==> src/rtl/seg7_pkg.sv <==
// Shared types and constants for the two-digit multiplexed 7-segment driver.
// Segment order is {a,b,c,d,e,f,g}, active-high.
package seg7_pkg;

    typedef enum logic [1:0] {
        BLANK_HI = 2'd0,
        SHOW_LO  = 2'd1,
        BLANK_LO = 2'd2,
        SHOW_HI  = 2'd3
    } seg7_state_t;

    localparam logic [6:0] SEG_BLANK = 7'b0;
    localparam logic [1:0] EN_NONE   = 2'b00;
    localparam logic [1:0] EN_LO     = 2'b01;
    localparam logic [1:0] EN_HI     = 2'b10;

    localparam logic [6:0] GLYPH_0 = 7'b1111110;
    localparam logic [6:0] GLYPH_1 = 7'b0110000;
    localparam logic [6:0] GLYPH_2 = 7'b1101101;
    localparam logic [6:0] GLYPH_3 = 7'b1111001;
    localparam logic [6:0] GLYPH_4 = 7'b0110011;
    localparam logic [6:0] GLYPH_5 = 7'b1011011;
    localparam logic [6:0] GLYPH_6 = 7'b1011111;
    localparam logic [6:0] GLYPH_7 = 7'b1110000;
    localparam logic [6:0] GLYPH_8 = 7'b1111111;
    localparam logic [6:0] GLYPH_9 = 7'b1111011;
    localparam logic [6:0] GLYPH_A = 7'b1110111;
    localparam logic [6:0] GLYPH_B = 7'b0011111;
    localparam logic [6:0] GLYPH_C = 7'b1001110;
    localparam logic [6:0] GLYPH_D = 7'b0111101;
    localparam logic [6:0] GLYPH_E = 7'b1001111;
    localparam logic [6:0] GLYPH_F = 7'b1000111;

    function automatic logic is_show(input seg7_state_t s);
        return (s == SHOW_LO) || (s == SHOW_HI);
    endfunction

endpackage

==> src/rtl/hex_to_7seg.sv <==
// Combinational hex nibble to 7-segment glyph decoder.
module hex_to_7seg
    import seg7_pkg::*;
(
    input  logic [3:0] nibble,
    output logic [6:0] seg
);

    always_comb begin
        seg = SEG_BLANK;
        case (nibble)
            4'h0: seg = GLYPH_0;
            4'h1: seg = GLYPH_1;
            4'h2: seg = GLYPH_2;
            4'h3: seg = GLYPH_3;
            4'h4: seg = GLYPH_4;
            4'h5: seg = GLYPH_5;
            4'h6: seg = GLYPH_6;
            4'h7: seg = GLYPH_7;
            4'h8: seg = GLYPH_8;
            4'h9: seg = GLYPH_9;
            4'hA: seg = GLYPH_A;
            4'hB: seg = GLYPH_B;
            4'hC: seg = GLYPH_C;
            4'hD: seg = GLYPH_D;
            4'hE: seg = GLYPH_E;
            4'hF: seg = GLYPH_F;
            default: seg = SEG_BLANK;
        endcase
    end

endmodule

==> src/rtl/seg7_mux_driver.sv <==
// Two-digit time-multiplexed 7-segment driver with blanking dead-time between digits.
// Optional build macro: SEG7_ZERO_BLANK_EN suppresses a leading zero on the high digit.
module seg7_mux_driver
    import seg7_pkg::*;
#(
    parameter int PRESCALE_W = 6,
    parameter int DEADTIME   = 4
) (
    input  logic       clk,
    input  logic       rst,
    input  logic [7:0] value,
    input  logic [1:0] dp_in,
    output logic [6:0] seg_out,
    output logic       dp_out,
    output logic [1:0] en,
    output logic       frame_strobe
);

    if (DEADTIME < 1 || DEADTIME > (1 << PRESCALE_W) - 1) begin : g_bad_deadtime
        $error("seg7_mux_driver: DEADTIME must lie in 1..2**PRESCALE_W-1");
    end

    // Terminal counts: the phase counter restarts at 0 on every state change.
    localparam logic [PRESCALE_W-1:0] BLANK_LAST = PRESCALE_W'(DEADTIME - 1);
    localparam logic [PRESCALE_W-1:0] SHOW_LAST  = PRESCALE_W'((1 << PRESCALE_W) - DEADTIME - 1);

    seg7_state_t           state;
    seg7_state_t           state_nxt;
    logic [PRESCALE_W-1:0] phase;
    logic [7:0]            shadow;
    logic [1:0]            shadow_dp;

    logic                  slot_done;
    logic                  enter_lo;
    logic [3:0]            nibble_sel;
    logic [6:0]            glyph;

    logic [6:0]            seg_nxt;
    logic                  dp_nxt;
    logic [1:0]            en_nxt;

    always_comb begin
        slot_done = is_show(state) ? (phase == SHOW_LAST) : (phase == BLANK_LAST);
        state_nxt = state;
        if (slot_done) begin
            case (state)
                BLANK_HI: state_nxt = SHOW_LO;
                SHOW_LO:  state_nxt = BLANK_LO;
                BLANK_LO: state_nxt = SHOW_HI;
                SHOW_HI:  state_nxt = BLANK_HI;
                default:  state_nxt = BLANK_HI;
            endcase
        end
        enter_lo = slot_done && (state == BLANK_HI);
    end

    // On SHOW_LO entry the shadow is being loaded this edge, so decode the live input.
    always_comb begin
        if (enter_lo) begin
            nibble_sel = value[3:0];
        end else if (state_nxt == SHOW_HI) begin
            nibble_sel = shadow[7:4];
        end else begin
            nibble_sel = shadow[3:0];
        end
    end

    hex_to_7seg u_dec (
        .nibble (nibble_sel),
        .seg    (glyph)
    );

    always_comb begin
        seg_nxt = SEG_BLANK;
        dp_nxt  = 1'b0;
        en_nxt  = EN_NONE;
        case (state_nxt)
            SHOW_LO: begin
                en_nxt  = EN_LO;
                seg_nxt = glyph;
                dp_nxt  = enter_lo ? dp_in[0] : shadow_dp[0];
            end
            SHOW_HI: begin
                en_nxt  = EN_HI;
                dp_nxt  = shadow_dp[1];
`ifdef SEG7_ZERO_BLANK_EN
                seg_nxt = (shadow[7:4] == 4'h0) ? SEG_BLANK : glyph;
`else
                seg_nxt = glyph;
`endif
            end
            default: begin
                en_nxt  = EN_NONE;
                seg_nxt = SEG_BLANK;
                dp_nxt  = 1'b0;
            end
        endcase
    end

    always_ff @(posedge clk) begin
        if (rst) begin
            state        <= BLANK_HI;
            phase        <= '0;
            shadow       <= '0;
            shadow_dp    <= '0;
            seg_out      <= SEG_BLANK;
            dp_out       <= 1'b0;
            en           <= EN_NONE;
            frame_strobe <= 1'b0;
        end else begin
            state        <= state_nxt;
            phase        <= slot_done ? '0 : phase + PRESCALE_W'(1);
            if (enter_lo) begin
                shadow    <= value;
                shadow_dp <= dp_in;
            end
            seg_out      <= seg_nxt;
            dp_out       <= dp_nxt;
            en           <= en_nxt;
            frame_strobe <= enter_lo;
        end
    end

endmodule

==> config.mk <==
export PLATFORM = sky130hd
export DESIGN_NAME = seg7_mux_driver
export DESIGN_NICKNAME = d
export VERILOG_FILES = /design/src/rtl/seg7_pkg.sv /design/src/rtl/hex_to_7seg.sv /design/src/rtl/seg7_mux_driver.sv
export SDC_FILE = /design/constraint.sdc
export NUM_CORES = 1
export LEC_CHECK = 0
export ABC_CLOCK_PERIOD_IN_PS = 3400
export CORE_UTILIZATION = 45
export CTS_BUF_LIST = sky130_fd_sc_hd__clkbuf_4 sky130_fd_sc_hd__clkbuf_8 sky130_fd_sc_hd__clkbuf_16
export DETAILED_ROUTE_END_ITERATION = 16
export GPL_ROUTABILITY_DRIVEN = 0
export HOLD_SLACK_MARGIN = 0.15
export PLACE_DENSITY = 0.68
export SLEW_MARGIN = 20
export SYNTH_ARGS = -nofsm -noshare
export SYNTH_HDL_FRONTEND = slang
export SYNTH_SLANG_ARGS = --single-unit
==> constraint.sdc <==
create_clock -name clk -period 3.4 [get_ports clk]
set_clock_uncertainty 0.1 [all_clocks]
set_input_delay 0.51 -clock clk [delete_from_list [all_inputs] [get_ports clk]]
set_output_delay 0.51 -clock clk [all_outputs]
set_load 0.02 [all_outputs]
# == Yosys cells after proc, flatten, opt, wreduce, memory -nomap -nowiden ==
# Memories as Yosys holds them, arrays and structs flattened. A register that Yosys moved wholly into a read port is not among the register bits.
# Index checks and enable logic that the tools add are counted.
# totals
regBits,22
mem_bits_ro,112
in_bits,12
output_inout_bits,11
word_cells,31
n_memories,1
# classes
addsub,1
n_eq_ne,7
n_mux,8
bitwise_logic,1
reduce_logical,6
# memory_table
name,depth,width,read_ports,rd_clocked_by_memory_dff,wr,line,source
(no name shown),16,7,1,1,0,hex_to_7seg.sv:11,case (nibble)
# ops
operator,count
4-bit two-way mux,2
2-bit case mux with 4 select lines,1
6-bit by 1-bit adder with 6-bit output (second input constant),1
2-bit == test (second input constant),3
6-bit by 2-bit == test with 1-bit output (second input constant),1
6-bit == test (second input constant),1
2-bit OR reduction,3
2-bit by 1-bit == test with 1-bit output (second input constant),2
2-bit case mux with 2 select lines,1
2-bit logical NOT,1
1-bit two-way mux,2
2-bit two-way mux,1
1-bit case mux with 2 select lines,1
1-bit logical AND,1
1-bit logical OR,1
1-bit NOT,1

# == Depth between registers and ports, before layout ==
# Gate-level depths: netlist of the first run.
# logic_depth
word_depth,8
mapped_depth,12
ltp_nobuf,11

# == By module ==
# From an unflattened synthesis of the first run, not the netlist that was laid out.
# unflattened
hier_cells,170
hier_area_um2,1559.0
# by_module_without_submodules
module,n_inst,cells_per_inst,area_each_um2,seq_area_each_um2
seg7_mux_driver,1,137,1263.7,580.6
hex_to_7seg,1,33,295.3,0.0

# == Least setup slack after synthesis of the first run ==
# Ideal clock, no wire load.
# synth_timing
kind,reg2reg
from,reg state[1]
to,reg seg_out[3]
setup_time_ns,0.086
t_arrival_ns,2.415
t_required_ns,3.214
path_slack_ns,0.800
path_stages_with_launch,11
path_buffers,0
period_less_slack_ns,2.600
cell_sequence,dfxtp_1 inv_1 ha_1 o211a_1 o211a_4 mux2i_2 o221ai_4 inv_1 ha_1 mux2_2 a211oi_1
# synth_via
elab_chain_len,8
elab_cells_between_ends,16
classes_between,eq/ne: 5; mux: 5; bitwise: 1; reduce/logical: 5
# synth_lines
item,line,source
from (decl),seg7_mux_driver.sv:27,seg7_state_t state;
from (signal assigned),seg7_mux_driver.sv:111,state <= state_nxt;
"parallel branches: the longest is 8 deep, another holds 2-bit case mux with 4 select lines",n/a,
to (decl),seg7_mux_driver.sv:13,"output logic [6:0] seg_out,"
# Several ways; the timed one is not identified.
# A chain may end at the register's enable or synchronous reset.

# == Final worst setup path of the first run ==
# Same ends and word-level chain as after synthesis.

==> run summary, run 1 <==
==================================================================================
Number of buffers added by the clock tree synthesis step                         5
TritonCTS clock tree                                                         built
Die area                                                                  3710 um2
Share of the clock period used by the worst path                             89.3%
Largest net degree at the start of global routing                               23
Horizontal die dimension                                                   60.9 um
Global routing's busiest layer                                                met2
Core region area                                                          3340 um2
Share of power burned in the clock network                                   31.5%
Cell count after placement                                                     226
Number of routed nets with antenna violations                                    0
Instance count of the mapped netlist                                           165
Detailed placer's ending HPWL                                              2340 um
Worst EP arrival                                                           3.18 ns
Clock transition at the registers of the reported paths                    0.09 ns
Vias per Instance                                                             5.34
Die boundary height                                                        60.9 um
Final-report hold violation count                                                0
Setup Fix Bufs, Post-CTS                                                         0
Sequential-to-total area share from yosys stat                               37.1%
Post-route non-filler standard cell count                                      234
R2r worst-path depth                                                             9
Met3 Use GR                                                                  5.33%
Cell type contributing the most total cell area after synthesis            dfxtp_1
Post-CTS resize count                                                            0
RSZ-0062 raised after global routing                                         false
First DRT Iteration DRCs                                                        32
Met1 Usage GRT                                                               23.5%
Setup TNS                                                                     0 ns
Number of inserted diodes                                                        0
Total length of routed wires                                               3100 um
Wire length of the first global-routing pass                               5200 um
Count of filler cells inserted in the layout                                   303
Initial core utilization                                                     46.8%
Worst IR Drop VDD                                                       0.000164 V
Setup slack of the critical path after layout                             0.365 ns
Gate power share                                                             20.3%
Slack of the worst reg-to-reg path                                         0.36 ns
Net Sw Power                                                                216 uW
Most repeated cell in the gate-level netlist after synthesis               dfxtp_1
Synth top cells by count                                              dfxtp_1, ha_1, nand3_1
Final total power                                                           763 uW
Cell depth of the worst hold path                                                1
Top cell type's share of synthesized area                                    37.1%
Worst flop-to-flop path startpoint                                    state[1]$_SDFF_PP0_
Sequential power share                                                       48.2%
Data required time at the worst endpoint                                   3.54 ns
Fraction of power spent switching nets                                       28.3%
Final setup vio count                                                            0
Kind of end point of the critical path                                    register
#FFs+latches synth                                                              29
Detailed Routing Iterations Pass 1                                               4
Async set-or-reset flop fraction in the synthesized netlist                     0%
Worst flop-to-flop path endpoint                                      seg_out[3]$_SDFF_PP0_
Clk buf depth                                                                    2
Outcome                                                                  completed
Worst hold path type                                                  register to register
Avg Synthesized Cell Area                                                 9.47 um2
Fraction of met2 tracks used by global routing                               31.7%
Vias in the first global route                                                1184
Synth top area cells                                                  dfxtp_1, ha_1, mux2i_1
Launching element type of the critical path                               register
Area of the mapped netlist                                                1560 um2
Post-Synthesis Net Count                                                       190
Quantity of I/O buffers inserted on ports                                       22
Internal Power                                                              546 uW
Signed area change from the synthesized netlist to the final layout          20.3%
Maximum achievable frequency                                               329 MHz
Actual transition at the worst max-transition pin                         0.623 ns
Yosys warning count                                                              0
All-Layer GR Usage                                                           19.3%
Fraction of layout cells with a size suffix above 1                          12.2%
DRC violation count after routing                                                0
Clock root buffer master                                                  clkbuf_4
H-Tree Level Count                                                               2
Count of clock tree sinks                                                       29
Layout net count                                                               212
Clock latency on the worst-skew pair                                       0.33 ns
Number of synthesized flops with an enable pin                                   0
Placement-stage worst setup slack                                         0.374 ns
Via total after detailed routing                                              1249
Fraction of the core area covered by cells at the end of the flow            56.3%
Worst min-delay path startpoint                                       phase[0]$_SDFF_PP0_
Routed wire per std cell                                                   13.3 um
Number of antenna violations at the first check in global routing                0
Number of rows in the core area                                                 21
Hold EP                                                               phase[0]$_SDFF_PP0_
Pwr dens                                                                406 nW/um2
Reported leakage power                                                 0.000765 uW
Residual overflow from global routing                                            0
Number of maximum-capacitance violations                                         0
Number of unique standard cell types used by synthesis                          43
I/O pin total                                                                   23
Most used DFF post-synth                                                   dfxtp_1
Type of the worst setup path                                          register to register
Time the final worst path needs with I/O delays and setup                  3.04 ns
Crit path max fanout                                                            22
Worst max-slew margin expressed relative to the limit                        58.4%
Quantity of hold-fixing buffers added after cts                                  0
Number of max-slew violations in the final report                                0
==================================================================================
==> layer usage <==
metal,vias up,wire [um]
li1,637,-
met1,578,1430
met2,26,1490
met3,8,120
met4,0,61
met5,-,0
==> power groups by stage <==
stage	sequential, uW	combinational, uW	clock (uW)
final	368	155	240
after global routing	370	171	261
after CTS	368	155	248
after detailed placement	376	154	0
after global placement	375	150	0
after floorplan	383	99.2	0
==> through the flow <==
step	cell area (um2)	hold slack, ns
2_1_floorplan	1560	0.325
4_1_cts	1880	0.358
3_3_place_gp	1810	0.339
5_1_grt	1880	0.372
6_report	1880	0.354
3_5_place_dp	1810	0.345
==> registers in the layout, indices dropped and copies added (netlist names) <==
signal,flops
dp_out,1
en,2
frame_strobe,1
phase,6
seg_out,7
shadow,8
shadow_dp,2
state,2
==> layout make-up <==
class                      instances  area [um2]  share of cell area (%)
clock inverter                     1        5.00                   0.266
clock buffer                       7        65.1                    3.46
timing repair buffer              24         235                    12.5
multi-input combinational        120         910                    48.4
tap                               46        57.6                    3.06
sequential                        29         581                    30.9
inverter                           7        26.3                    1.40
==> kinds of logic after synthesis <==
kind of cell	count (synthesis)	share of synthesized area, %
simple gates	56	18.5
compound gates	37	20.3
flops	29	37.1
buf+inv	16	4.64
fa+ha+maj	13	10.4
mux	10	6.81
xor+xnor	4	2.24
==> worst max path at each step <==
stage                        startpoint               endpoint  slack (ns)
floorplan           state[1]$_SDFF_PP0_  seg_out[3]$_SDFF_PP0_        0.80
global placement    state[1]$_SDFF_PP0_  seg_out[3]$_SDFF_PP0_        0.61
detailed placement  state[1]$_SDFF_PP0_  seg_out[3]$_SDFF_PP0_        0.37
CTS                 state[1]$_SDFF_PP0_  seg_out[3]$_SDFF_PP0_        0.35
global route        state[1]$_SDFF_PP0_  seg_out[3]$_SDFF_PP0_        0.18
finish              state[1]$_SDFF_PP0_  seg_out[3]$_SDFF_PP0_        0.36
==> critical path: stages, from the launching register on <==
cell and delay (ns):
dfxtp_1 0.43, inv_1 0.11, ha_1 0.22, nor3_2 0.27, o211a_4 0.39, mux2i_2 0.36
o221ai_2 0.25, ha_1 0.29, mux2_2 0.28, a211oi_1 0.25
==> cells in the final DEF (no fill, tap or decap), types with 2 or more instances in the layout <==
cell type	Yosys	layout
or2_2	2	2
o211a_1	3	3
nor2_1	5	5
and2_1	2	2
mux2_2	2	2
buf_4	1	2
dfxtp_1	29	29
nor2b_1	7	7
o2111ai_1	2	2
clkdlybuf4s50_1	0	22
xnor2_1	2	2
mux2i_1	7	7
xor2_1	2	2
o21ai_0	3	3
nand3_1	12	12
nand2_1	11	11
inv_1	7	7
nor3_1	10	10
ha_1	13	13
a21oi_1	10	10
a211oi_1	7	7
clkbuf_8	0	2
nand2b_1	2	2
clkbuf_4	0	5
No activity file was read; power rests on OpenSTA's default activity.
==> run 2: changes to the inputs <==
--- a/config.mk
+++ b/config.mk
@@ -5,6 +5,7 @@
 export SDC_FILE = /design/constraint.sdc
 export NUM_CORES = 1
 export LEC_CHECK = 0
+export ABC_AREA = 1
 export ABC_CLOCK_PERIOD_IN_PS = 3400
 export CORE_UTILIZATION = 45
 export CTS_BUF_LIST = sky130_fd_sc_hd__clkbuf_4 sky130_fd_sc_hd__clkbuf_8 sky130_fd_sc_hd__clkbuf_16
==> run 2 against run 1 <==
Global-route usage shrank 0.73 points. Combinational power is essentially flat. Largest power group unchanged. Via count grew 1.1%. Clock-buffer cell count shrank 1. Critical path type unchanged.
==> run summary, run 2 <==
====================================================================================
Outcome                                                                    completed
Maximum achievable frequency                                                 373 MHz
I/O pin total                                                                     23
Area of the multi-input gates                                                855 um2
Number of maximum-capacitance violations                                           0
Number of buffers added by the clock tree synthesis step                           5
Horizontal die dimension                                                     60.5 um
Cell depth of the worst hold path                                                  1
First DRT Iteration DRCs                                                          53
Share of the clock period used by the worst path                               78.8%
Vias in the first global route                                                  1228
Register cell area after layout                                              581 um2
List of cells traversed by the critical path                            inv_1 -> ha_1 -> inv_1 -> nand2_1 -> nand2_2 -> nand2_4 -> nand2_4 -> nand2_2 -> nand2_2 -> nand2_4 -> nand3_1 -> nand2_1 -> nor2_2 -> inv_1 -> ha_1 -> nand3b_1 -> nand3_1 -> a21oi_1
Die area                                                                    3650 um2
Critical Path Slowest Stage Cell                                             dfxtp_1
RSZ-0062 raised after global routing                                           false
Most used DFF post-synth                                                     dfxtp_1
Post-Synthesis Net Count                                                         218
Via total after detailed routing                                                1263
Clock transition at the registers of the reported paths                      0.10 ns
Gate power share                                                               21.2%
Wire length of the first global-routing pass                                 4970 um
Internal Power                                                                505 uW
Cell count after placement                                                       257
Time the final worst path needs with I/O delays and setup                    2.68 ns
Routed wire per std cell                                                     11.2 um
Actual transition at the worst max-transition pin                           0.459 ns
Data required time at the worst endpoint                                     3.51 ns
Kind of end point of the critical path                                      register
Most repeated cell in the gate-level netlist after synthesis                 nand2_1
R2r worst-path depth                                                              18
Area of the mapped netlist                                                  1540 um2
Die boundary height                                                          60.5 um
Detailed placer's ending HPWL                                                2350 um
Top cell type's share of synthesized area                                      37.8%
Count of buffering cells on the critical path with inverters included              3
Placement-stage worst setup slack                                           0.712 ns
Number of inserted diodes                                                          0
Count of clock tree sinks                                                         29
DRC violation count after routing                                                  0
Cell type contributing the most total cell area after synthesis              dfxtp_1
Layout net count                                                                 245
Final setup vio count                                                              0
Quantity of hold-fixing buffers added after cts                                    0
Initial core utilization                                                       48.8%
Register containing the most flip-flops in the final layout                   shadow
Share of power burned in the clock network                                     28.3%
Synth top cells by count                                                nand2_1, dfxtp_1, inv_1
Number of antenna violations at the first check in global routing                  0
Detailed Routing Iterations Pass 1                                                 5
Worst flop-to-flop path endpoint                                        seg_out[3]$_SDFF_PP0_
Slack of the worst reg-to-reg path                                           0.72 ns
Instance count of the mapped netlist                                             193
Synth top area cells                                                    dfxtp_1, ha_1, nand2_1
Sequential-to-total area share from yosys stat                                 37.8%
Clock root buffer master                                                    clkbuf_4
Number of synthesized flops with an enable pin                                     0
All-Layer GR Usage                                                             18.5%
Post-CTS resize count                                                              0
Fraction of layout cells with a size suffix above 1                            15.4%
Fraction of the core area covered by cells at the end of the flow              59.0%
Clock latency on the worst-skew pair                                         0.32 ns
Core region area                                                            3150 um2
Sequential power share                                                         50.5%
Post-route non-filler standard cell count                                        265
Clk buf depth                                                                      2
Number of flip-flops in the largest register                                       8
Net Sw Power                                                                  218 uW
Reported leakage power                                                   0.000839 uW
Launching element type of the critical path                                 register
Setup TNS                                                                       0 ns
Worst EP arrival                                                             2.79 ns
Fraction of power spent switching nets                                         30.1%
Top flop regs                                                           shadow (8), seg_out (7), phase (6)
Setup slack of the critical path after layout                               0.722 ns
Vias per Instance                                                               4.77
#FFs+latches synth                                                                29
Number of max-slew violations in the final report                                  0
Final-report hold violation count                                                  0
Number of unique standard cell types used by synthesis                            32
Number of rows in the core area                                                   20
Hold EP                                                                 phase[0]$_SDFF_PP0_
Type of the worst setup path                                            register to register
Worst IR Drop VDD                                                         0.000265 V
Total length of routed wires                                                 2960 um
Yosys warning count                                                                0
Signed area change from the synthesized netlist to the final layout            20.9%
Family of cells with the greatest summed delay on the critical path     simple AND/OR/NAND/NOR gates
Count of filler cells inserted in the layout                                     314
Worst min-delay path startpoint                                         phase[0]$_SDFF_PP0_
Top library cells by usage in the layout, fill and taps aside           nand2_1, dfxtp_1, inv_1, clkdlybuf4s50_1, nor2_1
Avg Synthesized Cell Area                                                   7.97 um2
Smallest hold slack                                                         0.356 ns
Quantity of I/O buffers inserted on ports                                         22
Number of routed nets with antenna violations                                      0
Crit path max fanout                                                               8
Largest net degree at the start of global routing                                 18
Worst hold path type                                                    register to register
Largest stage delay, worst path                                              0.41 ns
Async set-or-reset flop fraction in the synthesized netlist                       0%
Setup Fix Bufs, Post-CTS                                                           0
TritonCTS clock tree                                                           built
Pwr dens                                                                  389 nW/um2
Most common library cell in the layout ignoring fill and taps                nand2_1
Residual overflow from global routing                                              0
H-Tree Level Count                                                                 2
Worst max-slew margin expressed relative to the limit                          69.3%
Worst flop-to-flop path startpoint                                      state[1]$_SDFF_PP0_
====================================================================================
-- run 2: worst max path at each step --
stage	slack [ns]	end	cells after the start	startpoint
after global placement	0.81	seg_out[3]$_SDFF_PP0_	18	state[1]$_SDFF_PP0_
after floorplan	1.00	seg_out[3]$_SDFF_PP0_	15	state[1]$_SDFF_PP0_
after global routing	0.49	seg_out[3]$_SDFF_PP0_	18	state[1]$_SDFF_PP0_
after CTS	0.69	seg_out[3]$_SDFF_PP0_	18	state[1]$_SDFF_PP0_
final	0.72	seg_out[3]$_SDFF_PP0_	18	state[1]$_SDFF_PP0_
after detailed placement	0.71	seg_out[3]$_SDFF_PP0_	18	state[1]$_SDFF_PP0_
-- run 2: per-layer routing --
layer | up-vias | global-route usage, % | routed length, um
met5 | - | 0 | 0
li1 | 668 | - | -
met3 | 7 | 4.05 | 134
met2 | 34 | 33.3 | 1480
met1 | 554 | 19.9 | 1280
met4 | 0 | 11.0 | 64
-- run 2: worst register-to-register path, stage by stage (launching register included) --
cell and delay, ns:
dfxtp_1 0.41, inv_1 0.10, ha_1 0.18, inv_1 0.08
nand2_1 0.07, nand2_2 0.07, nand2_4 0.08, nand2_4 0.09
nand2_2 0.06, nand2_2 0.12, nand2_4 0.10, nand3_1 0.08
nand2_1 0.07, nor2_2 0.23, inv_1 0.13, ha_1 0.30
nand3b_1 0.16, nand3_1 0.09, a21oi_1 0.06
-- run 2: cell families after synthesis --
| logic type | count (synthesis) | synth area share [%] |
|---|---|---|
| and+or+nand+nor | 99 | 35.0 |
| DFF | 29 | 37.8 |
| buffers and inverters | 27 | 6.67 |
| AOI/OAI and AO/OA | 23 | 8.79 |
| adders and majority gates | 13 | 10.6 |
| xor gates and xnor gates | 1 | 0.570 |
| muxes | 1 | 0.651 |
-- run 2: final cells by class --
class	count	area share (%)
multi-input combinational	137	46.0
sequential	29	31.2
timing repair buffer	22	11.8
inverter	25	5.05
tap	44	2.96
clock buffer	6	2.42
clock inverter	2	0.538
-- run 2: power groups by stage --
stage	clock network, uW	registers (uW)	logic (uW)
final	205	366	153
after global routing	225	367	171
after CTS	214	366	154
after detailed placement	0	374	154
after global placement	0	373	149
after floorplan	0	381	98.5
-- run 2: per-stage QoR --
step / area, um2 / power [uW]
floorplan: 1540 / 480
global placement: 1800 / 523
detailed placement: 1800 / 528
CTS: 1860 / 734
global route: 1860 / 764
finish: 1860 / 724
==> run 3: changes to the inputs <==
--- a/config.mk
+++ b/config.mk
@@ -6,7 +6,7 @@
 export NUM_CORES = 1
 export LEC_CHECK = 0
 export ABC_AREA = 1
-export ABC_CLOCK_PERIOD_IN_PS = 3400
+export ABC_CLOCK_PERIOD_IN_PS = 2750
 export CORE_UTILIZATION = 45
 export CTS_BUF_LIST = sky130_fd_sc_hd__clkbuf_4 sky130_fd_sc_hd__clkbuf_8 sky130_fd_sc_hd__clkbuf_16
 export DETAILED_ROUTE_END_ITERATION = 16
==> constraint.sdc (replaced) <==
create_clock -name clk -period 2.75 [get_ports clk]
set_clock_uncertainty 0.1 [all_clocks]
set_input_delay 0.4125 -clock clk [delete_from_list [all_inputs] [get_ports clk]]
set_output_delay 0.4125 -clock clk [all_outputs]
set_load 0.02 [all_outputs]
==> run 3 against run 2 <==
Die area unchanged. Utilization increased by 1.5 points. Via count increased by 2.1%. Non-clock buffer count increased by 1. Final area increased by 2.6%. Register-to-register slack got worse by 0.50 ns. Hold slack got worse by 0.0038 ns. Maximum frequency increased by 5.9%. Final cell count increased by 0.38%. Sequential share of layout area decreased by 0.71 points. Largest cell class unchanged. Largest power group unchanged. Highest routed layer unchanged.
==> run summary, run 3 (synthesis gave the netlist of run 2 again) <==
====================================================================================
Fraction of layout cells with a size suffix above 1                            16.2%
Horizontal die dimension                                                     60.5 um
Number of rows in the core area                                                   20
Placement-stage worst setup slack                                          0.0779 ns
Die boundary height                                                          60.5 um
Most common library cell in the layout ignoring fill and taps                nand2_1
Setup slack of the critical path after layout                               0.220 ns
Critical Path Slowest Stage Cell                                             dfxtp_2
Core region area                                                            3150 um2
Clock root buffer master                                                    clkbuf_4
Initial core utilization                                                       48.8%
Worst hold path type                                                    register to register
RSZ-0062 raised after global routing                                           false
Maximum achievable frequency                                                 395 MHz
Setup TNS                                                                       0 ns
First DRT Iteration DRCs                                                          55
Worst min-delay path startpoint                                         phase[0]$_SDFF_PP0_
I/O pin total                                                                     23
TritonCTS clock tree                                                           built
Residual overflow from global routing                                              0
DRC violation count after routing                                                  0
All-Layer GR Usage                                                             18.4%
Layout net count                                                                 246
Clock latency on the worst-skew pair                                         0.32 ns
Top flop regs                                                           shadow (8), seg_out (7), phase (6)
Pwr dens                                                                  533 nW/um2
Largest net degree at the start of global routing                                 18
Quantity of I/O buffers inserted on ports                                         22
Clock transition at the registers of the reported paths                      0.10 ns
Kind of end point of the critical path                                      register
List of cells traversed by the critical path                            inv_1 -> ha_1 -> inv_1 -> nand2_1 -> nand2_2 -> nand2_4 -> nand2_4 -> nand2_2 -> nand2_2 -> nand2_4 -> nand3_1 -> nand2_1 -> nor2_4 -> inv_1 -> ha_1 -> nand3b_1 -> nand3_1 -> a21oi_1
Number of flip-flops in the largest register                                       8
Number of routed nets with antenna violations                                      0
Launching element type of the critical path                                 register
Crit. Startpoint                                                        state[1]$_SDFF_PP0_
Clk buf depth                                                                      2
Count of filler cells inserted in the layout                                     314
Quantity of hold-fixing buffers added after cts                                    0
Number of max-slew violations in the final report                                  0
Worst IR Drop VDD                                                         0.000351 V
Share of the clock period used by the worst path                               92.0%
Top library cells by usage in the layout, fill and taps aside           nand2_1, dfxtp_1, inv_1, clkdlybuf4s50_1, nor2_1
Number of inserted diodes                                                          0
Detailed placer's ending HPWL                                                2350 um
Setup Fix Bufs, Post-CTS                                                           0
Count of clock tree sinks                                                         29
Number of antenna violations at the first check in global routing                  0
Worst max-slew margin expressed relative to the limit                          75.9%
Crit path max fanout                                                               8
Family of cells with the greatest summed delay on the critical path     simple AND/OR/NAND/NOR gates
Time the final worst path needs with I/O delays and setup                    2.53 ns
Routed wire per std cell                                                     11.1 um
H-Tree Level Count                                                                 2
Vias per Instance                                                               4.85
Final-report hold violation count                                                  0
Wire length of the first global-routing pass                                 4920 um
Detailed Routing Iterations Pass 1                                                 4
Type of the worst setup path                                            register to register
Via total after detailed routing                                                1290
Register containing the most flip-flops in the final layout                   shadow
Data required time at the worst endpoint                                     2.87 ns
Count of buffering cells on the critical path with inverters included              3
Vias in the first global route                                                  1218
Slack of the worst reg-to-reg path                                           0.22 ns
Reported leakage power                                                   0.000860 uW
Actual transition at the worst max-transition pin                           0.360 ns
Total length of routed wires                                                 2960 um
Number of maximum-capacitance violations                                           0
Die area                                                                    3650 um2
Largest stage delay, worst path                                              0.38 ns
Final setup vio count                                                              0
Number of buffers added by the clock tree synthesis step                           5
Worst flop-to-flop path startpoint                                      state[1]$_SDFF_PP0_
Outcome                                                                    completed
Signed area change from the synthesized netlist to the final layout            24.0%
Post-CTS resize count                                                              0
Worst EP arrival                                                             2.65 ns
====================================================================================
## run 3: changes by cell type in the layout (fill, tap and decap cells not counted)
cell / before / now
nor2_4: 2 / 3
clkbuf_8: 0 / 1
buf_4: 0 / 1
nor2_2: 2 / 1
bufinv_16: 0 / 1
dfxtp_1: 29 / 28
clkinv_2: 2 / 0
dfxtp_2: 0 / 1
## run 3: final cells by class
cell class	count	area [um2]	area share, %
clock buffer	7	58.8	3.08
inverter	25	93.8	4.92
tap	44	55.1	2.89
sequential	29	582	30.5
multi-input combinational	137	860	45.1
clock inverter	1	30.0	1.57
timing repair buffer	23	228	11.9
## run 3: power breakdown
part           total [uW]  switching (uW)  leakage [uW]  internal [uW]
logic                 192             115      0.000576           76.5
clock network         373             146     0.0000489            227
registers             452            9.59      0.000236            443
total                1020             270      0.000860            746
## run 3: worst paths after layout
| check | end | cells after the start |
|---|---|---|
| max | seg_out[3]$_SDFF_PP0_ | 18 |
| min | phase[0]$_SDFF_PP0_ | 1 |
| max reg2reg | seg_out[3]$_SDFF_PP0_ | 18 |
| min reg2reg | phase[0]$_SDFF_PP0_ | 1 |
## run 3: through the flow
step | cells | utilization, % | instance area, um2 | hold slack (ns) | total power, uW
global route | 266 | 60.5 | 1910 | 0.388 | 1070
floorplan | 193 | - | 1540 | 0.318 | 593
CTS | 266 | 60.3 | 1900 | 0.358 | 1030
detailed placement | 258 | 57.5 | 1810 | 0.338 | 654
finish | 266 | 60.5 | 1910 | 0.352 | 1020
global placement | 258 | 57.5 | 1810 | 0.333 | 647
## run 3: routing by layer
layer	part of all wire, %	GRT usage [%]
met1	44	19.7
met2	50	33.6
met3	5.2	3.84
met4	0.78	10.1
met5	0	0
==> RTL change 1: new RTL, settings of run 2 <==
`PRESCALE_W`: 6 -> 8.
--- a/src/rtl/seg7_mux_driver.sv
+++ b/src/rtl/seg7_mux_driver.sv
@@ -4,5 +4,5 @@
     import seg7_pkg::*;
 #(
-    parameter int PRESCALE_W = 6,
+    parameter int PRESCALE_W = 8,
     parameter int DEADTIME   = 4
 ) (
Function: same outputs for any inputs over 10 cycles, from zero or initial values and one cycle with rst high; that may be too few to reach the edited logic, so the function may still have changed.
==> RTL change 1 against run 2 <==
Utilization is 0.17 points lower; cell area is 9.7% higher; sequential cell count is 2 higher; sequential share of layout area is 0.80 points lower; via count is 2.8% higher; wire length is 3.7% lower; largest cell class unchanged; critical path type unchanged; setup slack worse by 120 ps; die area is 10% higher; area after synthesis is 11% higher; power is 14% higher; combinational power is 12% higher; critical endpoint unchanged.
==> RTL change 1: results (changes against run 2) <==
Routing
  • Drt pass-1 iters: 4 (-1)
  • Routed wl met2: 1.289 mm (-13%)
  • Via-per-instance ratio: 4.669 (-2.0%)
  • Starting DRT DRC Count: 70 (+32%)
  • Post-DR wirelength/cell: 10.26 um (-8.2%)

Global route
  • Total track usage: 16.60% (-1.9 points)
  • First-pass GRT wire length: 5.230 mm (+5.1%)
  • Vias in the first global route: 1239 (+0.90%)

Synthesis
  • Sequential area share after synthesis: 36.50% (-1.3 points)
  • Synth Area in Compound Gates: 7.506% (-1.3 points)
  • Area contributors post-synth: dfxtp_1 36%, ha_1 8.8%, nand2_1 7.3%
  • Mux share of post-synthesis cell area: 0.5887% (-0.062 points)
  • Syn avg cell area: 8.254 um2 (+3.6%)
  • Synth Area in Adders: 8.830% (-1.7 points)
  • Synth top cells by count: 33 x nand2_1, 31 x dfxtp_1, 24 x inv_1

Cells and area
  • Comb_multi_in: 144 (+5.1%)
  • Data buffer area share: 10.80% (-1.0 points)
  • # fillers: 336 (+7.0%)
  • Fin cells: 278 (+4.9%)
  • Final clock-cell share: 3.742% (+0.78 points)
  • Non-clk invs: 29 (+16%)
  • Multi-input gate area: 950.9 um2 (+11%)
  • Post-Route Utilization: 58.80% (-0.17 points)
  • Biggest regs: phase x8, shadow x8, seg_out x7

Power
  • Share of power burned in registers: 47.2% (-3.3 points)
  • Clock group: 0.265 mW (+29%)

Floorplan
  • Die area: 4028 um2 (+10%)

Critical path
  • CP Max Fanout: 16 (+8)
  • Slowest cell delay on critical path: 380 ps (-30 ps)

Clocking
  • CTS Root Cell: clkbuf_8
  • Worst-path clk slew: 60 ps (-40 ps)

STA
  • Rel. slew slack: 76.95% (+7.6 points)

Status
  • Status: complete, no violations
## RTL change 1: changes by cell type in the layout (fill, tap and decap cells not counted), moves of 3 or more
cell,before,now
clkbuf_4,6,1
clkbuf_8,0,5
nand2_1,38,33
nor2_1,18,21
nor3_1,3,0
nand2_2,5,12
## RTL change 1: metal layers
metal	track usage [%]	vias up
met3	5.254	5
met1	20.71	557
met4	7.670	0
met2	25.80	40
li1	-	696
met5	0	-
## RTL change 1: final timing paths
| path | slack, ps | cells after the start | end | startpoint |
|---|---|---|---|---|
| max | 600 | 17 | seg_out[3]$_SDFF_PP0_ | state[1]$_SDFF_PP0_ |
| min | 350 | 1 | phase[0]$_SDFF_PP0_ | phase[0]$_SDFF_PP0_ |
| max reg2reg | 600 | 17 | seg_out[3]$_SDFF_PP0_ | state[1]$_SDFF_PP0_ |
| min reg2reg | 350 | 1 | phase[0]$_SDFF_PP0_ | phase[0]$_SDFF_PP0_ |
==> RTL change 2: new RTL, flow settings as in run 2 <==
Made on the original files. Add an input register stage for `value` and `dp_in`; this delays them by one clock.
--- a/src/rtl/seg7_mux_driver.sv
+++ b/src/rtl/seg7_mux_driver.sv
@@ -16,4 +16,12 @@
     output logic       frame_strobe
 );
+
+    logic [7:0] value_q;
+    logic [1:0] dp_q;
+
+    always_ff @(posedge clk) begin
+        value_q <= value;
+        dp_q    <= dp_in;
+    end
 
     if (DEADTIME < 1 || DEADTIME > (1 << PRESCALE_W) - 1) begin : g_bad_deadtime
@@ -58,5 +66,5 @@
     always_comb begin
         if (enter_lo) begin
-            nibble_sel = value[3:0];
+            nibble_sel = value_q[3:0];
         end else if (state_nxt == SHOW_HI) begin
             nibble_sel = shadow[7:4];
@@ -79,5 +87,5 @@
                 en_nxt  = EN_LO;
                 seg_nxt = glyph;
-                dp_nxt  = enter_lo ? dp_in[0] : shadow_dp[0];
+                dp_nxt  = enter_lo ? dp_q[0] : shadow_dp[0];
             end
             SHOW_HI: begin
@@ -112,6 +120,6 @@
             phase        <= slot_done ? '0 : phase + PRESCALE_W'(1);
             if (enter_lo) begin
-                shadow    <= value;
-                shadow_dp <= dp_in;
+                shadow    <= value_q;
+                shadow_dp <= dp_q;
             end
             seg_out      <= seg_nxt;
Check against the original RTL: not equivalent (Yosys sat finds a counterexample within 10 cycles, from zero or initial values and one cycle with rst high).
==> RTL change 2 against run 2 <==
Clock power grew 55%; area after synthesis grew 14%; setup slack gained 91 ps; power grew 31%; cell area grew 13%; critical path depth shrank 3; sequential cell count grew 10; wire length shrank 3.0%; global-route usage shrank 1.7 points.
==> RTL change 2: results (changes against run 2) <==
Status
  • Status: complete, no violations

Critical path
  • Path depth of the worst reg2reg path: 15 (-3)
  • WP data arrival: 2710 ps (-80 ps)
  • CP Capture Point: seg_out[6]$_SDFF_PP0_
  • Reg-to-reg slack, setup: 810 ps (+90 ps)

Synthesis
  • Sequential area share after synthesis: 44.64% (+6.9 points)
  • Cells after Synth: 209 (+8.3%)
  • Area contributors post-synth: dfxtp_1 45%, ha_1 9.3%, nand2_1 9.0%
  • XOR/XNOR Fraction of Synth Area: 1.001% (+0.43 points)
  • Yosys cell types: 27 (-16%)
  • Seq cells post-synth: 39 (+34%)
  • Synth top cells by count: 42 x nand2_1, 39 x dfxtp_1, 22 x inv_1
  • Synth Area in Adders: 9.299% (-1.3 points)

Worst hold path
  • Hold path start: value_q[5]$_DFF_P_
  • Hold EP: shadow[5]$_SDFFE_PP0P_

Place
  • Dpl hpwl: 2.148 mm (-8.6%)
  • Placed cell count: 277 (+7.8%)
  • Placed instance area: 2014 um2 (+12%)

Cells and area
  • Seq area share: 37.05% (+5.8 points)
  • Share of cells above drive strength 1: 16.03% (+0.65 points)
  • Layout area overhead: 20.46%
  • Fin nets: 261 (+6.5%)

Power
  • Leak pwr: 0.9275 nW (+11%)
  • Max VDD drop: 0.0003048 V (+15%)

Clocking
  • Worst-path clk slew: 80 ps (-20 ps)
  • CTS Root Cell: clkbuf_8
[RTL change 2: cell types whose count changed in the layout (fill, tap and decap cells not counted), moves of 4 or more]
| cell | run 2 | this run |
|---|---|---|
| dfxtp_1 | 29 | 39 |
| clkbuf_4 | 6 | 0 |
| nand2_1 | 38 | 42 |
| inv_2 | 2 | 6 |
| clkbuf_8 | 0 | 5 |
| nand3_1 | 13 | 17 |
[RTL change 2: per-layer routing]
metal / wire length (um) / GRT usage (%) / vias up
met2: 1261 / 26.84 / 30
li1: - / - / 711
met3: 129 / 5.000 / 8
met5: 0 / 0 / -
met1: 1429 / 20.70 / 568
met4: 55 / 7.500 / 0
[RTL change 2: worst register-to-register path, stage by stage (launching register included)]
cell	delay [ps]
dfxtp_1	370
inv_1	90
ha_1	190
nor2_1	110
nand2_1	70
nand2_2	100
nand3_2	290
nand2_1	160
o21bai_2	130
inv_2	50
nor2_4	160
inv_1	100
ha_1	220
nand3_1	130
nand3_1	100
a21oi_1	140
